--- config.mk ---
export PLATFORM = sky130hd
export DESIGN_NAME = tinyalu_op_driver
export DESIGN_NICKNAME = d
export VERILOG_FILES = /design/src/rtl/tinyalu_op_driver.sv
export SDC_FILE = /design/constraint.sdc
export NUM_CORES = 1
export LEC_CHECK = 0
export CAP_MARGIN = 20
export CORE_ASPECT_RATIO = 0.9
export CORE_UTILIZATION = 35
export CTS_BUF_LIST = sky130_fd_sc_hd__clkbuf_4 sky130_fd_sc_hd__clkbuf_8
export DETAILED_ROUTE_END_ITERATION = 8
export PLACE_DENSITY_LB_ADDON = 0.3
export SLEW_MARGIN = 20
export SYNTH_ARGS = -nofsm -noshare
export SYNTH_HDL_FRONTEND = slang
export SYNTH_SLANG_ARGS = --single-unit
export TNS_END_PERCENT = 1
--- constraint.sdc ---
create_clock -name clk -period 2.04 [get_ports clk]
set_input_delay 0.204 -clock clk [delete_from_list [all_inputs] [get_ports clk]]
set_output_delay 0.204 -clock clk [all_outputs]
set_load 0.02 [all_outputs]
--- src/rtl/tinyalu_op_driver.sv ---
// Pin-level TinyALU driver: valid/ready operation in, start/op/A/B out, tagged result back.
// Optional watchdog timeout on alu_done is compiled in with `define TINYALU_DRV_TIMEOUT_EN.
module tinyalu_op_driver #(
    parameter int unsigned DATA_W         = 8,
    parameter int unsigned TIMEOUT_CYCLES = 16
) (
    input  logic                  clk,
    input  logic                  reset,
    input  logic                  op_valid,
    output logic                  op_ready,
    input  logic [2:0]            op_code,
    input  logic [DATA_W-1:0]     op_a,
    input  logic [DATA_W-1:0]     op_b,
    output logic                  res_valid,
    input  logic                  res_ready,
    output logic [2*DATA_W-1:0]   res_data,
    output logic [2:0]            res_op,
    output logic                  res_err,
    output logic                  alu_start,
    output logic [2:0]            alu_op,
    output logic [DATA_W-1:0]     alu_a,
    output logic [DATA_W-1:0]     alu_b,
    input  logic                  alu_done,
    input  logic [2*DATA_W-1:0]   alu_result,
    output logic                  busy
);

    typedef enum logic [1:0] {
        IDLE  = 2'd0,
        DRIVE = 2'd1,
        HOLD  = 2'd2
    } state_e;

    localparam logic [2:0] OP_NOP = 3'd0;
    localparam logic [2:0] OP_MAX = 3'd4;

    state_e                state_q;
    logic                  res_valid_q;
    logic [2*DATA_W-1:0]   res_data_q;
    logic [2:0]            res_op_q;
    logic                  res_err_q;
    logic                  alu_start_q;
    logic [2:0]            alu_op_q;
    logic [DATA_W-1:0]     alu_a_q;
    logic [DATA_W-1:0]     alu_b_q;

`ifdef TINYALU_DRV_TIMEOUT_EN
    localparam logic [7:0] CNT_LAST = 8'(TIMEOUT_CYCLES - 1);
    logic [7:0] cnt_q;
`else
    logic unused_timeout_cfg;
    assign unused_timeout_cfg = (TIMEOUT_CYCLES != 0);
`endif

    always_ff @(posedge clk) begin
        if (reset) begin
            state_q     <= IDLE;
            res_valid_q <= 1'b0;
            res_data_q  <= '0;
            res_op_q    <= '0;
            res_err_q   <= 1'b0;
            alu_start_q <= 1'b0;
            alu_op_q    <= '0;
            alu_a_q     <= '0;
            alu_b_q     <= '0;
`ifdef TINYALU_DRV_TIMEOUT_EN
            cnt_q       <= '0;
`endif
        end else begin
            case (state_q)
                IDLE: begin
                    if (op_valid) begin
                        if (op_code <= OP_MAX) begin
                            alu_start_q <= 1'b1;
                            alu_op_q    <= op_code;
                            alu_a_q     <= op_a;
                            alu_b_q     <= op_b;
`ifdef TINYALU_DRV_TIMEOUT_EN
                            cnt_q       <= '0;
`endif
                            state_q     <= DRIVE;
                        end else begin
                            res_valid_q <= 1'b1;
                            res_data_q  <= '0;
                            res_op_q    <= op_code;
                            res_err_q   <= 1'b1;
                            state_q     <= HOLD;
                        end
                    end
                end

                DRIVE: begin
`ifdef TINYALU_DRV_TIMEOUT_EN
                    cnt_q <= cnt_q + 8'd1;
`endif
                    // Priority: no_op completes unconditionally, then done, then watchdog.
                    if (alu_op_q == OP_NOP) begin
                        res_valid_q <= 1'b1;
                        res_data_q  <= '0;
                        res_op_q    <= alu_op_q;
                        res_err_q   <= 1'b0;
                        alu_start_q <= 1'b0;
                        alu_op_q    <= '0;
                        alu_a_q     <= '0;
                        alu_b_q     <= '0;
                        state_q     <= HOLD;
                    end else if (alu_done) begin
                        res_valid_q <= 1'b1;
                        res_data_q  <= alu_result;
                        res_op_q    <= alu_op_q;
                        res_err_q   <= 1'b0;
                        alu_start_q <= 1'b0;
                        alu_op_q    <= '0;
                        alu_a_q     <= '0;
                        alu_b_q     <= '0;
                        state_q     <= HOLD;
                    end
`ifdef TINYALU_DRV_TIMEOUT_EN
                    else if (cnt_q == CNT_LAST) begin
                        res_valid_q <= 1'b1;
                        res_data_q  <= '1;
                        res_op_q    <= alu_op_q;
                        res_err_q   <= 1'b1;
                        alu_start_q <= 1'b0;
                        alu_op_q    <= '0;
                        alu_a_q     <= '0;
                        alu_b_q     <= '0;
                        state_q     <= HOLD;
                    end
`endif
                end

                HOLD: begin
                    if (res_ready) begin
                        res_valid_q <= 1'b0;
                        res_data_q  <= '0;
                        res_op_q    <= '0;
                        res_err_q   <= 1'b0;
                        state_q     <= IDLE;
                    end
                end

                default: begin
                    state_q     <= IDLE;
                    res_valid_q <= 1'b0;
                    alu_start_q <= 1'b0;
                end
            endcase
        end
    end

    assign op_ready  = (state_q == IDLE);
    assign busy      = (state_q != IDLE);
    assign res_valid = res_valid_q;
    assign res_data  = res_data_q;
    assign res_op    = res_op_q;
    assign res_err   = res_err_q;
    assign alu_start = alu_start_q;
    assign alu_op    = alu_op_q;
    assign alu_a     = alu_a_q;
    assign alu_b     = alu_b_q;

endmodule

# After elaboration in Yosys (flattened, before gate mapping)
# Cells that the tools add are included.
[op_classes]
add_sub_neg = 0
multipliers = 0
n_div = 0
magnitude_cmp = 1
eq_ne = 7
shifts = 0
muxes = 43
n_bitwise = 1
reduce_logical = 10
[op_table]
columns = ["op", "n"]
rows = [
  ["16-bit two-way mux", 5],
  ["8-bit two-way mux", 6],
  ["16-bit one-hot mux with 3 select lines", 1],
  ["8-bit one-hot mux with 2 select lines", 2],
  ["3-bit two-way mux", 9],
  ["4-bit AND reduction", 3],
  ["2-bit two-way mux", 5],
  ["1-bit two-way mux", 9],
  ["1-bit one-hot mux with 3 select lines", 3],
  ["3-bit one-hot mux with 3 select lines", 1],
  ["2-bit inequality test (second input constant)", 3],
  ["2-bit one-hot mux with 3 select lines", 1],
  ["3-bit one-hot mux with 2 select lines", 1],
  ["5-bit AND reduction", 1],
  ["2-bit nonzero test", 2],
  ["3-bit <= comparator (second input constant)", 1],
  ["3-bit zero test", 1],
  ["3-bit inequality test (second input constant)", 1],
  ["3-bit AND reduction", 1],
  ["3-bit nonzero test", 1],
  ["2-bit by 1-bit equality test with 1-bit output (second input constant)", 1],
  ["2-bit equality test (second input constant)", 1],
  ["2-bit zero test", 1],
  ["2-bit by 1-bit inequality test with 1-bit output (second input constant)", 1],
  ["1-bit inverter", 1],
]
[totals]
register_bits = 43
latchBits = 0
ram_bits = 0
rom_bits = 0
in_bits = 40
output_inout_bits = 43
word_cells = 71
memories = 0

# Logic depth before layout (Yosys ltp)
# Gate-level depths: netlist of run 1.
[logic_depth]
ltp_word = 4
mapped_depth = 8
depth_no_buf = 6

# Least setup slack after synthesis of run 1
# No wires, ideal clock.
[synth_timing]
path_kind = "flip-flop to flip-flop"
startpoint = "register state_q[0]"
endpoint = "register res_err_q (netlist: res_err)"
setup_ns = 0.080
arrival_time_ns = 1.717
required_ns = 1.960
setup_slack_ns = 0.243
stages_incl_launch_ff = 8
path_buffers = 1
period_less_slack_ns = 1.797
path_cell_list = "dfxtp_1 > inv_1 > ha_1 > inv_2 > o221a_4 > and2_4 > buf_6 > a211oi_2"
[synth_between]
elab_chain_len = 3
elab_cells_between_ends = 10
cone_classes = "eq/ne: 6; mux: 1; reduce/logical: 3"
[synth_rtl]
columns = ["element", "line_no", "text"]
rows = [
  ["start: declaration", "37", "state_e state_q;"],
  ["start signal: assignment", "57", "state_q <= IDLE;"],
  ["start signal: assignment", "81", "state_q <= DRIVE;"],
  ["start signal: assignment", "87", "state_q <= HOLD;"],
  ["2-bit zero test *", "-", ""],
  ["named net op_ready", "10", "output logic op_ready,"],
  ["2-bit inequality test (no line) / 3-bit nonzero test (equally long branches)", "-", ""],
  ["5-bit AND reduction (no line)", "-", ""],
  ["end signal: assignment", "61", "res_err_q <= 1'b0;"],
  ["end signal: assignment", "86", "res_err_q <= 1'b1;"],
  ["end signal: assignment", "101", "res_err_q <= 1'b0;"],
  ["end: declaration", "41", "logic res_err_q;"],
]
# The timed path passes the listed nets; every way through them passes the cells marked *.
# A chain may end at the register's enable or synchronous reset.

# Worst setup path in the final report of run 1
[layout_timing]
startpoint = "register state_q[0]"
endpoint = "output port op_ready"
[layout_between]
elab_chain_len = 1
[layout_rtl]
columns = ["element", "line_no", "text"]
rows = [
  ["2-bit zero test", "152", "assign op_ready = (state_q == IDLE);"],
  ["end: declaration", "10", ""],
]
# No other way between the ends.

==> results of run 1 <==
==> critical path: stages, from the launching register on <==
cell,delay (ns)
dfxtp_1,0.34
inv_1,0.10
ha_2,0.28
clkdlybuf4s50_1,0.64
==> layout by cell type, fill, tap and decap left out, drive strengths merged, types with 2 or more instances in the layout <==
master	synthesis	routed
o21ai	18	18
a21oi	9	9
ha	4	4
nor2b	3	3
a211oi	5	5
inv	22	22
nand3	2	2
o32ai	19	19
clkbuf	9	8
nand2	38	38
buf	8	10
nand4	16	16
nand2b	3	3
clkdlybuf4s50	0	81
dfxtp	43	43
nor2	4	4
a31oi	3	3
==> path summary, 6_finish.rpt <==
check	cells past startpoint	from	endpoint	slack [ns]
worst max-delay path	3	state_q[0]	op_ready	0.18
worst min register to register	2	res_data[3]	res_data[3]	0.46
worst max register to register	6	state_q[0]	res_data[10]	0.34
worst min-delay path	2	res_data[3]	res_data[3]	0.46
==> registers in the layout (all words and copies together), names as in the netlist <==
name and count:
res_err 1, alu_op 3, alu_a 8, alu_b 8, res_valid 1, state_q 2
res_data 16, alu_start 1, res_op 3
==> final cells by class <==
| cell class | instances | area [µm²] | area share |
|---|---|---|---|
| clock buffers | 8 | 103.9 | 0.03642 |
| inverters | 23 | 86.33 | 0.03028 |
| multi-input cells | 131 | 824.5 | 0.2892 |
| flip-flops and latches | 43 | 860.8 | 0.3019 |
| well taps | 65 | 81.33 | 0.02852 |
| repair buffers | 92 | 894.6 | 0.3137 |
==> cells in the mapped netlist, types with 2 or more instances <==
cell type / number
nand4_1: 16
o21ai_0: 17
nand2_1: 38
clkbuf_1: 7
nand2b_1: 3
nand3_1: 2
o32ai_1: 19
buf_6: 3
clkbuf_2: 2
buf_2: 3
nor2b_1: 3
a21oi_1: 8
a211oi_2: 4
a31oi_1: 3
inv_1: 21
nor2_1: 4
ha_1: 4
buf_4: 2
dfxtp_1: 43
==> stage by stage <==
step | cells | power [mW] | area (µm²) | hold WS [ns] | utilization
floorplan | 214 | 1.443 | 1866 | 0.3473 | -
global placement | 354 | 1.746 | 2746 | 0.4442 | 0.5510
detailed placement | 354 | 1.751 | 2746 | 0.4541 | 0.5510
CTS | 362 | 2.353 | 2849 | 0.4660 | 0.5715
global route | 362 | 2.459 | 2851 | 0.4715 | 0.5720
finish | 362 | 2.330 | 2851 | 0.4627 | 0.5720
==> logic make-up (layout without fill, tap and decap cells) <==
kind of cell,count (synthesis),count (layout),share of synthesized area
fa+ha+maj,4,4,0.02683
buf+inv,40,123,0.09993
flops,43,43,0.4614
simple gates,69,69,0.1744
compound gates,58,58,0.2374
==> metal layers <==
| metal | up-vias | global-route usage | wire length [µm] |
|---|---|---|---|
| met1 | 827 | 0.2254 | 2235 |
| met4 | 0 | 0.06667 | 57 |
| met3 | 7 | 0.04076 | 296 |
| li1 | 917 | - | - |
| met5 | - | 0 | 0 |
| met2 | 55 | 0.2618 | 2047 |
==> power by group through the flow <==
stage | Combinational, mW | Clock, mW | Sequential [mW]
floorplan | 0.391 | 0 | 1.05
global placement | 0.769 | 0 | 0.977
detailed placement | 0.773 | 0 | 0.978
CTS | 0.772 | 0.620 | 0.960
global route | 0.828 | 0.662 | 0.969
finish | 0.772 | 0.599 | 0.959
==> repair_timing <==
item                                    in CTS  in global routing
gates resized for setup                      1                  1
pin swaps                                    0                  0
endpoints found under the setup margin       1                  1
==> Flow_metrics.wiki, run 1 <==
{| class="wikitable"
! Metric !! Value
|-
| Outcome || complete, no violations
|-
| Leakage component of the power || 0.9949 nW
|-
| P&R area growth vs syn || 52.85%
|-
| Fraction of final layout cells with drive strength greater than 1 || 0.1010
|-
| Total net switching power || 0.7456 mW
|-
| Transition time of the tightest slew-check pin || between 0.3 and 0.4 ns
|-
| GRT Total Usage || 0.1681
|-
| Final number of setup-violating endpoints || 0
|-
| TritonCTS clock tree || done
|-
| Post-synth top area share || 0.4614
|-
| Violation count after the first detailed-routing iteration || between 70 and 80
|-
| Maximum resistive drop on vdd || around 0.00048 V
|-
| Clock edge transition at the registers on the reported setup and hold paths || 0.08 ns
|-
| CTS Buffer Depth || 2
|-
| First-pass iteration count of the detailed router || 4
|-
| Final critical-path share of the clock period || 0.9111
|-
| Kind of start point of the critical path || flop
|-
| Pre-CTS worst setup slack || 0.2190 ns
|-
| H-tree levels || 2
|-
| ANT cells || 0
|-
| IO Pins || 83
|-
| Biggest area contributors in the synthesized netlist || dfxtp_1 (46%), o32ai_1 (8.9%), nand2_1 (7.6%)
|-
| Synthesized area divided by synthesized cell count || between 8 and 9 µm²
|-
| Area of the core || roughly 0.005 mm²
|-
| Setup TNS || 0 ns
|-
| Postcts setup bufs || 0
|-
| Max Cap Viol || 0
|-
| Proportion of synthesized chip area in sequential cells || 0.4614
|-
| Number of buffers inserted during clock tree synthesis || 5
|-
| Final hold vios || 0
|-
| Via density per instance || between 4 and 5
|-
| Post-detailed-route DRC marker count || 0
|-
| Port-buffer cells || between 80 and 90
|-
| RD Place Congestion || between 0.7 and 0.8
|-
| GRT Residual Overflow || 0
|-
| Antenna violations before repair || 0
|-
| Die height || approximately 71 µm
|-
| Max_slew headroom || 0.7523
|-
| Via count || roughly 1,800
|-
| Post-synthesis sequential element count || 43
|-
| Starting density of the core || 0.3742
|-
| Number of enable flip-flop cells after synthesis || 0
|-
| Areal power density over the cells || between 800 and 900 mW/mm²
|-
| Ys Warns || 0
|-
| Number of pins exceeding their max-slew limit in the final report || 0
|-
| Switching share of power || 0.3200
|-
| Unrepaired setup endpoints after global routing || false
|-
| Post-route minimum period || around 1.9 ns
|-
| Area leader, netlist || dfxtp_1
|-
| Number of fillers in the final layout || about 470
|-
| Die W || ~80 µm
|-
| Final HPWL DP || ~3.3 mm
|-
| Class of the most critical setup path || reg -> out
|-
| Die Footprint || between 0.005 and 0.006 mm²
|-
| Smallest setup slack after layout || 0.1814 ns
|-
| Count of different cell masters after synthesis || 31
|-
| Number of nets in the layout || 340
|-
| Cell at the root of the clock tree || clkbuf_8
|-
| Total of hold buffers inserted after clock tree synthesis || 0
|-
| Gate count of the mapped netlist || approximately 210
|-
| Antenna viol nets, final || 0
|-
| Sink count of the clock tree || between 40 and 50
|-
| Share of total power in the clock network || 0.257
|-
| Average wire length per cell after detail routing || roughly 13 µm
|-
| Worst setup EP type || output port
|-
| Source-to-sink clock delay at the later pin of the worst-skew pair || 0.29 ns
|-
| Type of the tightest min-delay check || reg -> reg
|-
| Endpoint arrival time on the critical path || roughly 1.7 ns
|-
| Max frequency || between 500 and 600 MHz
|-
| Wire length of the first global-routing pass || 7.486 mm
|-
| Vias in the first global route || between 1,500 and 2,000
|-
| Synth Net Count || 258
|-
| Synthesized cell area || approximately 0.0019 mm²
|-
| Cell Rows || 24
|-
| Combinational share of power || 0.331
|-
| Proportion of synthesized flip-flops having asynchronous set or reset || 0
|-
| Cell internal power dissipation || 1.584 mW
|-
| Ys flop type || dfxtp_1
|-
| Worst-case clock skew || a little under 0.005 ns
|-
| Maximum fanout along the worst path || 8
|-
| Register share of total power || 0.412
|-
| Largest net degree at the start of global routing || 36
|-
| Post-Route WL || 4.637 mm
|-
| Data required time at the worst endpoint || ~1.8 ns
|}
Note: power is estimated with default switching activity, not from simulation.
==> run 2: changes to the inputs <==
CORE_MARGIN = 2   (was not set)
==> Flow_metrics.wiki, run 2 (same netlist as run 1, synthesis figures left out) <==
{| class="wikitable"
! Metric !! Value
|-
| GRT Residual Overflow || 0
|-
| Worst-case clock skew || a little under 0.003 ns
|-
| Number of pins exceeding their max-slew limit in the final report || 0
|-
| Final critical-path share of the clock period || 0.9038
|-
| Post-detailed-route DRC marker count || 0
|-
| Final hold vios || 0
|-
| Type of the tightest min-delay check || reg -> reg
|-
| Postcts setup bufs || 0
|-
| Post-Route WL || 4.849 mm
|-
| Port-buffer cells || 82
|-
| Via density per instance || around 5
|-
| Crit-path slowest cell || clkdlybuf4s50_1
|-
| Clock edge transition at the registers on the reported setup and hold paths || ~0.080 ns
|-
| IO Pins || 83
|-
| Commonest cells after routing, fill and taps aside || clkdlybuf4s50_1 (81), dfxtp_1 (43), nand2_1 (38), inv_1 (21), o32ai_1 (19)
|-
| CTS Buffer Depth || 2
|-
| Max frequency || approximately 540 MHz
|-
| Endpoint arrival time on the critical path || ~1.6 ns
|-
| Data required time at the worst endpoint || between 1.5 and 2 ns
|-
| Wire length of the first global-routing pass || ~8.0 mm
|-
| Maximum resistive drop on vdd || 0.0004661 V
|-
| Largest net degree at the start of global routing || 21
|-
| Starting density of the core || 0.3593
|-
| GRT Total Usage || 0.1690
|-
| Cell Rows || 25
|-
| Die height || roughly 73 µm
|-
| Die W || around 80 µm
|-
| Cells along the critical path || inv_1 -> ha_2 -> clkdlybuf4s50_1
|-
| Area of the multi-input gates || about 800 µm²
|-
| Share of total power in the clock network || 0.238
|-
| Met2 routed wirelength || 2.229 mm
|-
| Leakage component of the power || just under 1 nW
|-
| Areal power density over the cells || approximately 800 mW/mm²
|-
| Cell internal power dissipation || 1.521 mW
|-
| Antenna viol nets, final || 0
|-
| Transition time of the tightest slew-check pin || around 0.33 ns
|-
| Violation count after the first detailed-routing iteration || 70
|-
| Number of nets in the layout || around 340
|-
| Max_slew headroom || 0.7817
|-
| Switching share of power || 0.3283
|-
| RD Place Congestion || about 0.8
|-
| First-pass iteration count of the detailed router || 4
|-
| Cell at the root of the clock tree || clkbuf_8
|-
| Die Footprint || ~0.006 mm²
|-
| Fraction of final layout cells with drive strength greater than 1 || 0.09797
|-
| Via count || 1,804
|-
| Final number of setup-violating endpoints || 0
|-
| H-tree levels || 2
|-
| Number of buffers inserted during clock tree synthesis || 5
|-
| Number of flip-flops in the largest register || 16
|-
| Average wire length per cell after detail routing || roughly 13 µm
|-
| Register area || 860.8 µm²
|-
| TritonCTS clock tree || done
|-
| Fin area || between 0.002 and 0.003 mm²
|-
| Combinational share of power || 0.340
|-
| Critical path buffer and inverter count || 2
|-
| Final HPWL DP || about 3.4 mm
|-
| P&R area growth vs syn || 51.78%
|-
| Post-route minimum period || around 1.8 ns
|-
| Source-to-sink clock delay at the later pin of the worst-skew pair || 0.29 ns
|-
| Antenna violations before repair || 0
|-
| Crit path max-delay family || buffers and inverters
|-
| Unrepaired setup endpoints after global routing || false
|-
| Sum of met3 wire segment lengths after detailed routing || 287 µm
|-
| Sink count of the clock tree || 43
|-
| Kind of start point of the critical path || flop
|-
| Area of the core || 0.005192 mm²
|-
| Maximum fanout along the worst path || 8
|-
| Number of fillers in the final layout || roughly 510
|-
| Leading cell type in the layout, fill and taps excluded || clkdlybuf4s50_1
|-
| Total net switching power || 0.7432 mW
|-
| Instance area at placement || 0.002741 mm²
|-
| Outcome || complete, no violations
|-
| Setup TNS || 0 ns
|-
| Register share of total power || 0.423
|-
| Critical Path Max Stage Delay || 0.65 ns
|-
| Worst setup EP type || output port
|-
| Vias in the first global route || about 1,700
|-
| Met1 layer wirelength in the final routing || 2.278 mm
|-
| Max Cap Viol || 0
|-
| Highest metal used || met4
|-
| Class of the most critical setup path || reg -> out
|-
| ANT cells || 0
|}
## run 2: path summary, 6_finish.rpt
kind | cells past startpoint | end | start | slack (ns)
worst min register to register | 2 | res_data[0] | res_data[0] | 0.46
worst min-delay path | 2 | res_data[0] | res_data[0] | 0.46
worst max register to register | 6 | res_data[12] | state_q[1] | 0.20
worst max-delay path | 3 | op_ready | state_q[1] | 0.20
## run 2: through the flow
step           total power [mW]  utilization  worst slack (ns)  std cells  hold slack, ns
2_1_floorplan             1.443            -            0.2435        214          0.3473
3_3_place_gp              1.745       0.5280            0.2209        355          0.4442
3_5_place_dp              1.747       0.5280            0.1165        355          0.4501
4_1_cts                   2.282       0.5448           0.08309        363          0.4627
5_1_grt                   2.393       0.5453          0.001734        363          0.4831
6_report                  2.264       0.5453            0.1963        363          0.4607
## run 2: routing by layer
metal  vias up  track usage
met4         0      0.05650
met5         -            0
met3         5      0.03317
li1        913            -
met2        52       0.2755
met1       834       0.2246
## run 2: area by class of cell
cell class | instances | share of cell area
repair buffers | 91 | 0.3133
flip-flops and latches | 43 | 0.3040
multi-input cells | 131 | 0.2912
inverters | 23 | 0.03049
clock buffers | 7 | 0.02961
well taps | 67 | 0.02961
clock inverters | 1 | 0.001768
## run 2: repair_timing
| item | CTS | global route |
|---|---|---|
| pin swaps | 0 | 1 |
| endpoints found under the setup margin | 1 | 3 |
| resized for setup | 1 | 1 |
| hold buffers | 0 | 0 |
| cloned | 0 | 0 |
## run 2: power by group through the flow
stage               Clock [mW]  Sequential (mW)  Combinational (mW)
floorplan                    0             1.05               0.391
global placement             0            0.977               0.768
detailed placement           0            0.977               0.770
CTS                      0.554            0.958               0.770
global route             0.592            0.966               0.835
finish                   0.538            0.957               0.769
## run 2: worst register-to-register path, stage by stage, from the launching register on
cell	delay, ns
dfxtp_1	0.39
inv_1	0.08
ha_1	0.30
o31ai_4	0.12
o221a_4	0.36
and2_4	0.33
o21ai_0	0.14
